### src/rtl/apu_regs_pkg.sv
// APU register-window decoder: shared constants and register index names.
// Imported by the decoder and its phase-edge helper.
package apu_regs_pkg;

    localparam logic [15:0] APU_REG_BASE    = 16'h4000;
    localparam int          APU_ASEL_W      = 5;
    localparam int          APU_NUM_REGS    = 27;
    localparam int          APU_DEBUG_FIRST = 24;

    localparam int IDX_4000 = 0;
    localparam int IDX_4003 = 3;
    localparam int IDX_4015 = 21;
    localparam int IDX_4017 = 23;
    localparam int IDX_4018 = 24;
    localparam int IDX_401A = 26;

endpackage

### src/rtl/apu_regs_decoder_seq_edge.sv
// PHI1 rising-edge detector sampled on CLK.
// The history flop resets high so a phase already open at reset release is ignored.
module apu_phase_edge (
    input  logic clk,
    input  logic rst,
    input  logic phi1,
    output logic rise
);

    logic phi1_q;

    always_ff @(posedge clk) begin
        if (rst) begin
            phi1_q <= 1'b1;
        end else begin
            phi1_q <= phi1;
        end
    end

    assign rise = phi1 & ~phi1_q;

endmodule

### src/rtl/apu_regs_decoder_seq.sv
// Registered APU register-window decoder: one-shot write strobes,
// level read enables, debug-gated indices and a sticky unmapped-write flag.
module apu_regs_decoder_seq
    import apu_regs_pkg::*;
#(
    parameter logic [15:0] BASE        = APU_REG_BASE,
    parameter int          ASEL_W      = APU_ASEL_W,
    parameter int          NUM_REGS    = APU_NUM_REGS,
    parameter int          DEBUG_FIRST = APU_DEBUG_FIRST
) (
    input  logic                CLK,
    input  logic                RES,
    input  logic                PHI1,
    input  logic [15:0]         Addr_fromcore,
    input  logic [15:0]         Addr_frommux,
    input  logic                RnW_fromcore,
    input  logic                DBG_frompad,
    output logic [NUM_REGS-1:0] W,
    output logic [NUM_REGS-1:0] n_R,
    output logic                n_DBGRD,
    output logic [ASEL_W-1:0]   LastIdx,
    output logic                ErrUnmapped
);

    localparam int          NUM_P = NUM_REGS;
    localparam int          DBG_P = DEBUG_FIRST;
    localparam logic [ASEL_W:0] NUM_L = NUM_P[ASEL_W:0];
    localparam logic [ASEL_W:0] DBG_L = DBG_P[ASEL_W:0];

    logic              phi1_rise;
    logic [ASEL_W-1:0] idx;
    logic              hit;
    logic              is_dbg;
    logic              valid;
    logic              wr_edge;
    logic              rd_act;
    logic              unused_bits;

    logic [NUM_REGS-1:0] w_next;
    logic [NUM_REGS-1:0] r_next;
    logic                dbg_next;

    apu_phase_edge u_edge (
        .clk  (CLK),
        .rst  (RES),
        .phi1 (PHI1),
        .rise (phi1_rise)
    );

    // Core address only qualifies the window; the mux address picks the index.
    assign unused_bits = ^{Addr_fromcore[ASEL_W-1:0], Addr_frommux[15:ASEL_W]};

    assign hit     = (Addr_fromcore[15:ASEL_W] == BASE[15:ASEL_W]) & PHI1;
    assign idx     = Addr_frommux[ASEL_W-1:0];
    assign is_dbg  = {1'b0, idx} >= DBG_L;
    assign valid   = ({1'b0, idx} < NUM_L) & (~is_dbg | DBG_frompad);
    assign wr_edge = hit & ~RnW_fromcore & phi1_rise;
    assign rd_act  = hit & RnW_fromcore & valid;

    always_comb begin
        w_next   = '0;
        r_next   = '1;
        dbg_next = ~(rd_act & is_dbg & DBG_frompad);
        for (int i = 0; i < NUM_REGS; i++) begin
            if (idx == i[ASEL_W-1:0]) begin
                w_next[i] = wr_edge & valid;
                r_next[i] = ~rd_act;
            end
        end
    end

    always_ff @(posedge CLK) begin
        if (RES) begin
            W           <= '0;
            n_R         <= '1;
            n_DBGRD     <= 1'b1;
            LastIdx     <= '0;
            ErrUnmapped <= 1'b0;
        end else begin
            W       <= w_next;
            n_R     <= r_next;
            n_DBGRD <= dbg_next;
            if (wr_edge & valid) begin
                LastIdx <= idx;
            end
            if (wr_edge & ~valid) begin
                ErrUnmapped <= 1'b1;
            end
        end
    end

endmodule
### config.mk
export PLATFORM = sky130hd
export DESIGN_NAME = apu_regs_decoder_seq
export DESIGN_NICKNAME = d
export VERILOG_FILES = /design/src/rtl/apu_regs_pkg.sv /design/src/rtl/apu_regs_decoder_seq_edge.sv /design/src/rtl/apu_regs_decoder_seq.sv
export SDC_FILE = /design/constraint.sdc
export NUM_CORES = 1
export LEC_CHECK = 0
export BUFFER_PORTS_ARGS = -buffer_cell sky130_fd_sc_hd__buf_4
export CORE_ASPECT_RATIO = 0.5
export CORE_UTILIZATION = 30
export CTS_CLUSTER_DIAMETER = 30
export DETAILED_ROUTE_END_ITERATION = 16
export SYNTH_ARGS = -nofsm -noshare
export SYNTH_HDL_FRONTEND = slang
export SYNTH_HIERARCHICAL = 1
export SYNTH_SLANG_ARGS = --single-unit
export TNS_END_PERCENT = 1
### constraint.sdc
create_clock -name CLK -period 2.2 [get_ports CLK]
set_clock_uncertainty 0.2 [all_clocks]
set_input_delay 0.22 -clock CLK [delete_from_list [all_inputs] [get_ports CLK]]
set_output_delay 0.22 -clock CLK [all_outputs]
set_load 0.02 [all_outputs]
==> results of run 1 <==
==> where the power goes <==
group | switching (mW) | internal (mW) | leakage, nW | total (mW)
logic | 0.0701 | 0.0511 | 0.611 | 0.121
registers | 0.000260 | 1.13 | 0.501 | 1.13
clock network | 0.452 | 0.931 | 0.152 | 1.38
total | 0.522 | 2.11 | 1.26 | 2.63
==> repair_timing <==
item	4_1_cts	5_1_grt
setup buffers	0	0
endpoints found under the setup margin	0	3
hold endpoints to repair	9	0
hold buffers	6	0
gates resized for setup	0	1
==> cell type report <==
class	instances	share of cell area [%]
multi-input combinational	130	24.4
timing repair buffer	93	22.7
clock buffer	12	8.17
tap	88	3.51
clock inverter	4	1.43
inverter	2	0.239
sequential	62	39.5
==> worst paths after layout <==
| check | slack [ns] | to |
|---|---|---|
| worst min-delay path | 0.01 | n_DBGRD |
| worst max-delay path | 0.10 | n_R[7] |
| worst min register to register | 0.29 | LastIdx[1] |
| worst max register to register | 0.47 | W[11] |
==> synthesized netlist by cell type (all sizes together) <==
cell,n
dfxtp,62
clkbuf,5
or2,3
nand4,3
nand2b,4
nor2,29
and4,2
inv,2
nand3b,2
a31o,1
o221a,2
a21oi,4
or3,1
nor3,11
nand3,12
nor4,4
nor4b,6
nor2b,5
and3,1
nand2,34
o21ai,3
buf,5
nor3b,1
or4,1
a31oi,1
==> state kept, by name (all words and copies together) (netlist names) <==
name / cells
ErrUnmapped: 1
LastIdx: 5
W: 27
n_DBGRD: 1
n_R: 27
u_edge/phi1_q: 1
==> stage by stage <==
| step | power, mW | setup WS, ns | area, um2 |
|---|---|---|---|
| floorplan | 1.20 | 0.445 | 2050 |
| global placement | 1.26 | 0.232 | 2770 |
| detailed placement | 1.26 | 0.212 | 2770 |
| CTS | 2.65 | 0.0350 | 3130 |
| global route | 2.71 | 0.00715 | 3140 |
| finish | 2.63 | 0.103 | 3140 |
==> routing by layer <==
metal / GRT usage (%) / vias up
met5: 0 / -
met4: 5.61 / 0
met3: 6.39 / 4
met2: 26.4 / 45
met1: 17.6 / 839
li1: - / 876
==> logic make-up (layout without fill, tap and decap cells) <==
| group | count (synthesis) | count (layout) |
|---|---|---|
| buffers and inverters | 12 | 111 |
| AND/OR/NAND/NOR | 119 | 119 |
| AO/OA/AOI/OAI | 11 | 11 |
| flip-flops | 62 | 62 |
==> metrics.md, run 1 <==
| Metric | Value |
|---|---|
| Yosys top cell area share | `60.5%` |
| Die footprint | `0.00719 mm2` |
| Met3 routed WL | `298 um` |
| Commonest cells after routing, fill and taps aside | `87 x buf_4, 62 x dfxtp_1, 34 x nand2_1` |
| Layout cell share with drive strength beyond 1 | `42.2%` |
| Largest family of logic cells by synthesized area | `simple AND/OR/NAND/NOR gates` |
| Critical Path RT | `2.19 ns` |
| Status | `complete, no violations` |
| CP startpoint kind | `input pin` |
| CTS max path bufs | `2` |
| Sequential cell area fraction in the yosys report | `60.5%` |
| Initial antenna violation count | `0` |
| Die W | `119 um` |
| FF-to-FF path depth | `5` |
| Mapped Area | `0.00205 mm2` |
| Worst Hold Class | `in2reg` |
| Placed cells | `369` |
| Row cnt | `20` |
| Worst Max-Slew Pin Slew | `0.476 ns` |
| Layout net count | `335` |
| Avg Inst Size Synth | `10.1 um2` |
| Multi-input gate area | `766 um2` |
| Tmin final | `2.10 ns` |
| Starting Density | `32.4%` |
| Clock slew at reported path FFs | `0.05 ns` |
| Buf/Inv on CP | `3` |
| WP depth | `7` |
| Routed vias/inst | `4.51` |
| Synth Area in Adders | `0%` |
| Slowest Stage Delay on Critical Path | `0.54 ns` |
| Antenna Cells | `0` |
| Routed WL | `5340 um` |
| R2r startpoint | `u_edge/phi1_q` |
| Simple-gate area share of the yosys netlist | `32.9%` |
| PD cells | `838 mW/mm2` |
| Fmax | `0.477 GHz` |
| All-Layer GR Usage | `15.3%` |
| Post-Synth XOR/XNOR Area | `0%` |
| Hold path cells | `2` |
| Arrival time worst endpoint | `2.09 ns` |
| Mapped Cells | `204` |
| Clock latency on the worst-skew pair | `0.31 ns` |
| Most common cell after layout, fill and taps aside | `buf_4` |
| Area Growth Syn to Fin | `53.0%` |
| Hold Vio Cnt, Final | `0` |
| Setup violators final | `0` |
| Synth Warn # | `6` |
| CTS tree | `done` |
| Global route overflow | `0` |
| Wire per inst | `13.7 um` |
| I/O pin count | `98` |
| Period utilisation layout | `95.3%` |
| Yosys reg bits | `62` |
| Critical path class | `in2reg` |
| Setup TNS | `0 ns` |
| Met2 wire length | `2680 um` |
| Critical path cell sequence | `dlygate4sd3_1 > buf_4 > or2_2 > or2_2 > nor4b_2 > buf_4 > nand3b_1` |
| Final core occ | `49.6%` |
| Critical path endpoint category | `flop` |
| Initial DRT Pass Iterations | `4` |
| Largest net degree at the start of global routing | `23` |
| Compound-Gate Fraction of Synth Area | `3.54%` |
| Maxcap violations | `0` |
| Core region area | `0.00633 mm2` |
| WHS | `0.0108 ns` |
| Cell variety after synth | `32` |
| CTS Sinks | `62` |
| Proportion of synthesized area in mux cells | `0%` |
| Die Y | `60.5 um` |
| DRC viols | `0` |
| Post-DP HPWL | `3750 um` |
| Gpl congestion | `0.766` |
| H-tree Lvls | `3` |
| Leakage | `1.26 nW` |
| First DRT Iteration DRCs | `62` |
| Post-route ant nets | `0` |
| VDD IR max | `0.000321 V` |
| Yosys top cell by area | `dfxtp_1` |
| CP Max Fanout | `8` |
| Vias in the first global route | `1683` |
| Max Used Layer | `met4` |
| IO buf count | `81` |
| CTS buffer count | `9` |
| Relative slew slack | `68.0%` |
| RSZ-0062 raised after global routing | `no` |
| Critical path startpoint | `RES` |
| Fill cell count | `615` |
| Slew Viols, Final | `0` |
| Root Driver | `clkbuf_16` |
| Sequential Area | `0.00124 mm2` |
| Min-delay src | `Addr_frommux[3]` |
| M1 WL | `2320 um` |
| Synth area leaders | `dfxtp_1 60%, nand2_1 6.2%, nor2_1 3.7%, nor2_2 2.7%, nand3_1 2.7%` |
| First-pass GRT wire length | `8110 um` |
| Crit-path slowest cell | `dlygate4sd3_1` |
| Vias | `1764` |
| Synthesized net count | `241` |
| Cell family with most CP delay | `simple AND/OR/NAND/NOR gates` |
| Finished Layout Cells | `391` |
(Power assumes the default switching activity.)
==> run 2, diff against run 1 <==
--- a/config.mk
+++ b/config.mk
@@ -6,7 +6,6 @@
 export NUM_CORES = 1
 export LEC_CHECK = 0
 export BUFFER_PORTS_ARGS = -buffer_cell sky130_fd_sc_hd__buf_4
-export CORE_ASPECT_RATIO = 0.5
 export CORE_UTILIZATION = 30
 export CTS_CLUSTER_DIAMETER = 30
 export DETAILED_ROUTE_END_ITERATION = 16
==> run 2 against run 1 <==
First-iteration DRC count shrank 9.7%. Via count grew 0.51%. Fmax shrank 1.3%. Sequential cell count is the same. Worst hold slack gained 0.040 ns. Die area shrank 0.27%. Power shrank 16%. Sequential power is essentially flat. Largest power group is now sequential cells. Highest routed layer unchanged.
==> metrics.md, run 2 (synthesis results as in run 1) <==
| Metric | Value |
|---|---|
| I/O pin count | `98` |
| CP Max Fanout | `11` |
| Status | `complete, no violations` |
| Largest net degree at the start of global routing | `23` |
| Placed cells | `360` |
| Layout cell share with drive strength beyond 1 | `41.6%` |
| Net Sw Frac | `20.8%` |
| Setup TNS | `0 ns` |
| Flop-to-flop setup slack | `0.51 ns` |
| FF-to-FF path depth | `5` |
| Comb pwr share | `5.6%` |
| Finished Layout Cells | `382` |
| CP startpoint kind | `input pin` |
| Antenna Cells | `0` |
| Routed WL | `5200 um` |
| DRC viols | `0` |
| Initial DRT Pass Iterations | `12` |
| Most common cell after layout, fill and taps aside | `buf_4` |
| Slew Viols, Final | `0` |
| Gpl congestion | `0.745` |
| Die footprint | `0.00717 mm2` |
| Period utilisation layout | `96.6%` |
| Root Driver | `clkbuf_8` |
| Relative slew slack | `74.8%` |
| Initial antenna violation count | `0` |
| Critical Path RT | `2.25 ns` |
| Leakage | `1.23 nW` |
| Hold Vio Cnt, Final | `0` |
| Fmax | `0.470 GHz` |
| Hold path cells | `3` |
| Clock slew at reported path FFs | `0.06 ns` |
| Top Registers | `W x27, n_R x27, LastIdx x5` |
| Setup Slack @ Placement | `0.187 ns` |
| CTS buffer count | `9` |
| H-tree Lvls | `3` |
| Vias in the first global route | `1792` |
| Maxcap violations | `0` |
| Net load switching power | `0.460 mW` |
| Core region area | `0.00646 mm2` |
| RSZ-0062 raised after global routing | `no` |
| CTS tree | `done` |
| Register share of total power | `50.8%` |
| Die W | `84.7 um` |
| VDD IR max | `0.000341 V` |
| PD cells | `726 mW/mm2` |
| Min-delay src | `Addr_frommux[0]` |
| First-pass GRT wire length | `8370 um` |
| Clock latency on the worst-skew pair | `0.32 ns` |
| Final core occ | `47.2%` |
| Global route overflow | `0` |
| Commonest cells after routing, fill and taps aside | `89 x buf_4, 62 x dfxtp_1, 34 x nand2_1` |
| Row cnt | `29` |
| Arrival time worst endpoint | `2.17 ns` |
| R2r startpoint | `u_edge/phi1_q` |
| All-Layer GR Usage | `15.6%` |
| Routed vias/inst | `4.64` |
| CTS Sinks | `62` |
| Clock Power Share | `43.6%` |
| Setup violators final | `0` |
| Vias | `1773` |
| Critical path endpoint category | `flop` |
| First DRT Iteration DRCs | `56` |
| IO buf count | `81` |
| Worst Hold Class | `in2reg` |
| Starting Density | `31.8%` |
| Layout net count | `339` |
| Worst Max-Slew Pin Slew | `0.375 ns` |
| Area Growth Syn to Fin | `48.5%` |
| CTS max path bufs | `2` |
| Die Y | `84.7 um` |
| Post-DP HPWL | `3680 um` |
| Tmin final | `2.13 ns` |
| Wire per inst | `13.6 um` |
| Post-route ant nets | `0` |
| Worst R2R End | `W[11]` |
| Hold-critical path endpoint | `n_R[18]` |
| Critical path class | `in2reg` |
| Final WS setup | `0.0741 ns` |
| Internal power | `1.75 mW` |
==> run 2: layout make-up <==
class | instances | area [um2]
clock buffers | 13 | 159
clock inverters | 1 | 30.0
fillers | 633 | 3410
inverters | 2 | 7.51
multi-input cells | 130 | 766
flip-flops and latches | 62 | 1240
well taps | 77 | 96.3
repair buffers | 97 | 748
==> run 2: what timing repair did <==
| action | 4_1_cts | 5_1_grt |
|---|---|---|
| hold buffers | 8 | 0 |
| endpoints found under the setup margin | 0 | 3 |
| buffers inserted | 0 | 0 |
| resized for setup | 0 | 1 |
| hold endpoints to repair | 12 | 0 |
==> run 2: through the flow <==
step	power, mW	instance area, um2	hold WS [ns]
floorplan	1.20	2050	0.0891
global placement	1.26	2770	0.220
detailed placement	1.26	2770	0.227
CTS	2.25	3040	0.0213
global route	2.32	3050	0.0195
finish	2.21	3050	0.0510
==> run 2: power by group through the flow <==
stage	logic (mW)	clock network (mW)	registers, mW
2_1_floorplan	0.0543	0	1.15
3_3_place_gp	0.112	0	1.15
3_5_place_dp	0.113	0	1.15
4_1_cts	0.124	0.999	1.12
5_1_grt	0.134	1.06	1.12
6_report	0.124	0.964	1.12
==> run 2: worst max-delay path, stage by stage <==
cell,delay (ns)
dlygate4sd3_1,0.52
buf_4,0.11
nor4b_4,0.27
nand3_2,0.16
or4_4,0.68
nor3_1,0.21
==> run 2: metal layers <==
layer	wire, um	GRT usage (%)	vias up	part of all wire [%]
met3	327	7.77	8	6.3
li1	-	-	885	-
met5	0	0	-	0
met2	2460	25.1	63	47
met4	77	6.01	0	1.5
met1	2330	17.6	817	45
==> run 2: how the worst max path moves through the flow <==
stage	cells past startpoint	end	start	slack, ns
2_1_floorplan	6	W[23]	Addr_frommux[2]	0.45
6_report	6	W[19]	PHI1	0.07
5_1_grt	6	W[19]	PHI1	0.01
4_1_cts	7	n_R[7]	Addr_frommux[4]	0.06
3_5_place_dp	5	W[19]	Addr_fromcore[12]	0.19
3_3_place_gp	5	W[19]	Addr_fromcore[12]	0.20
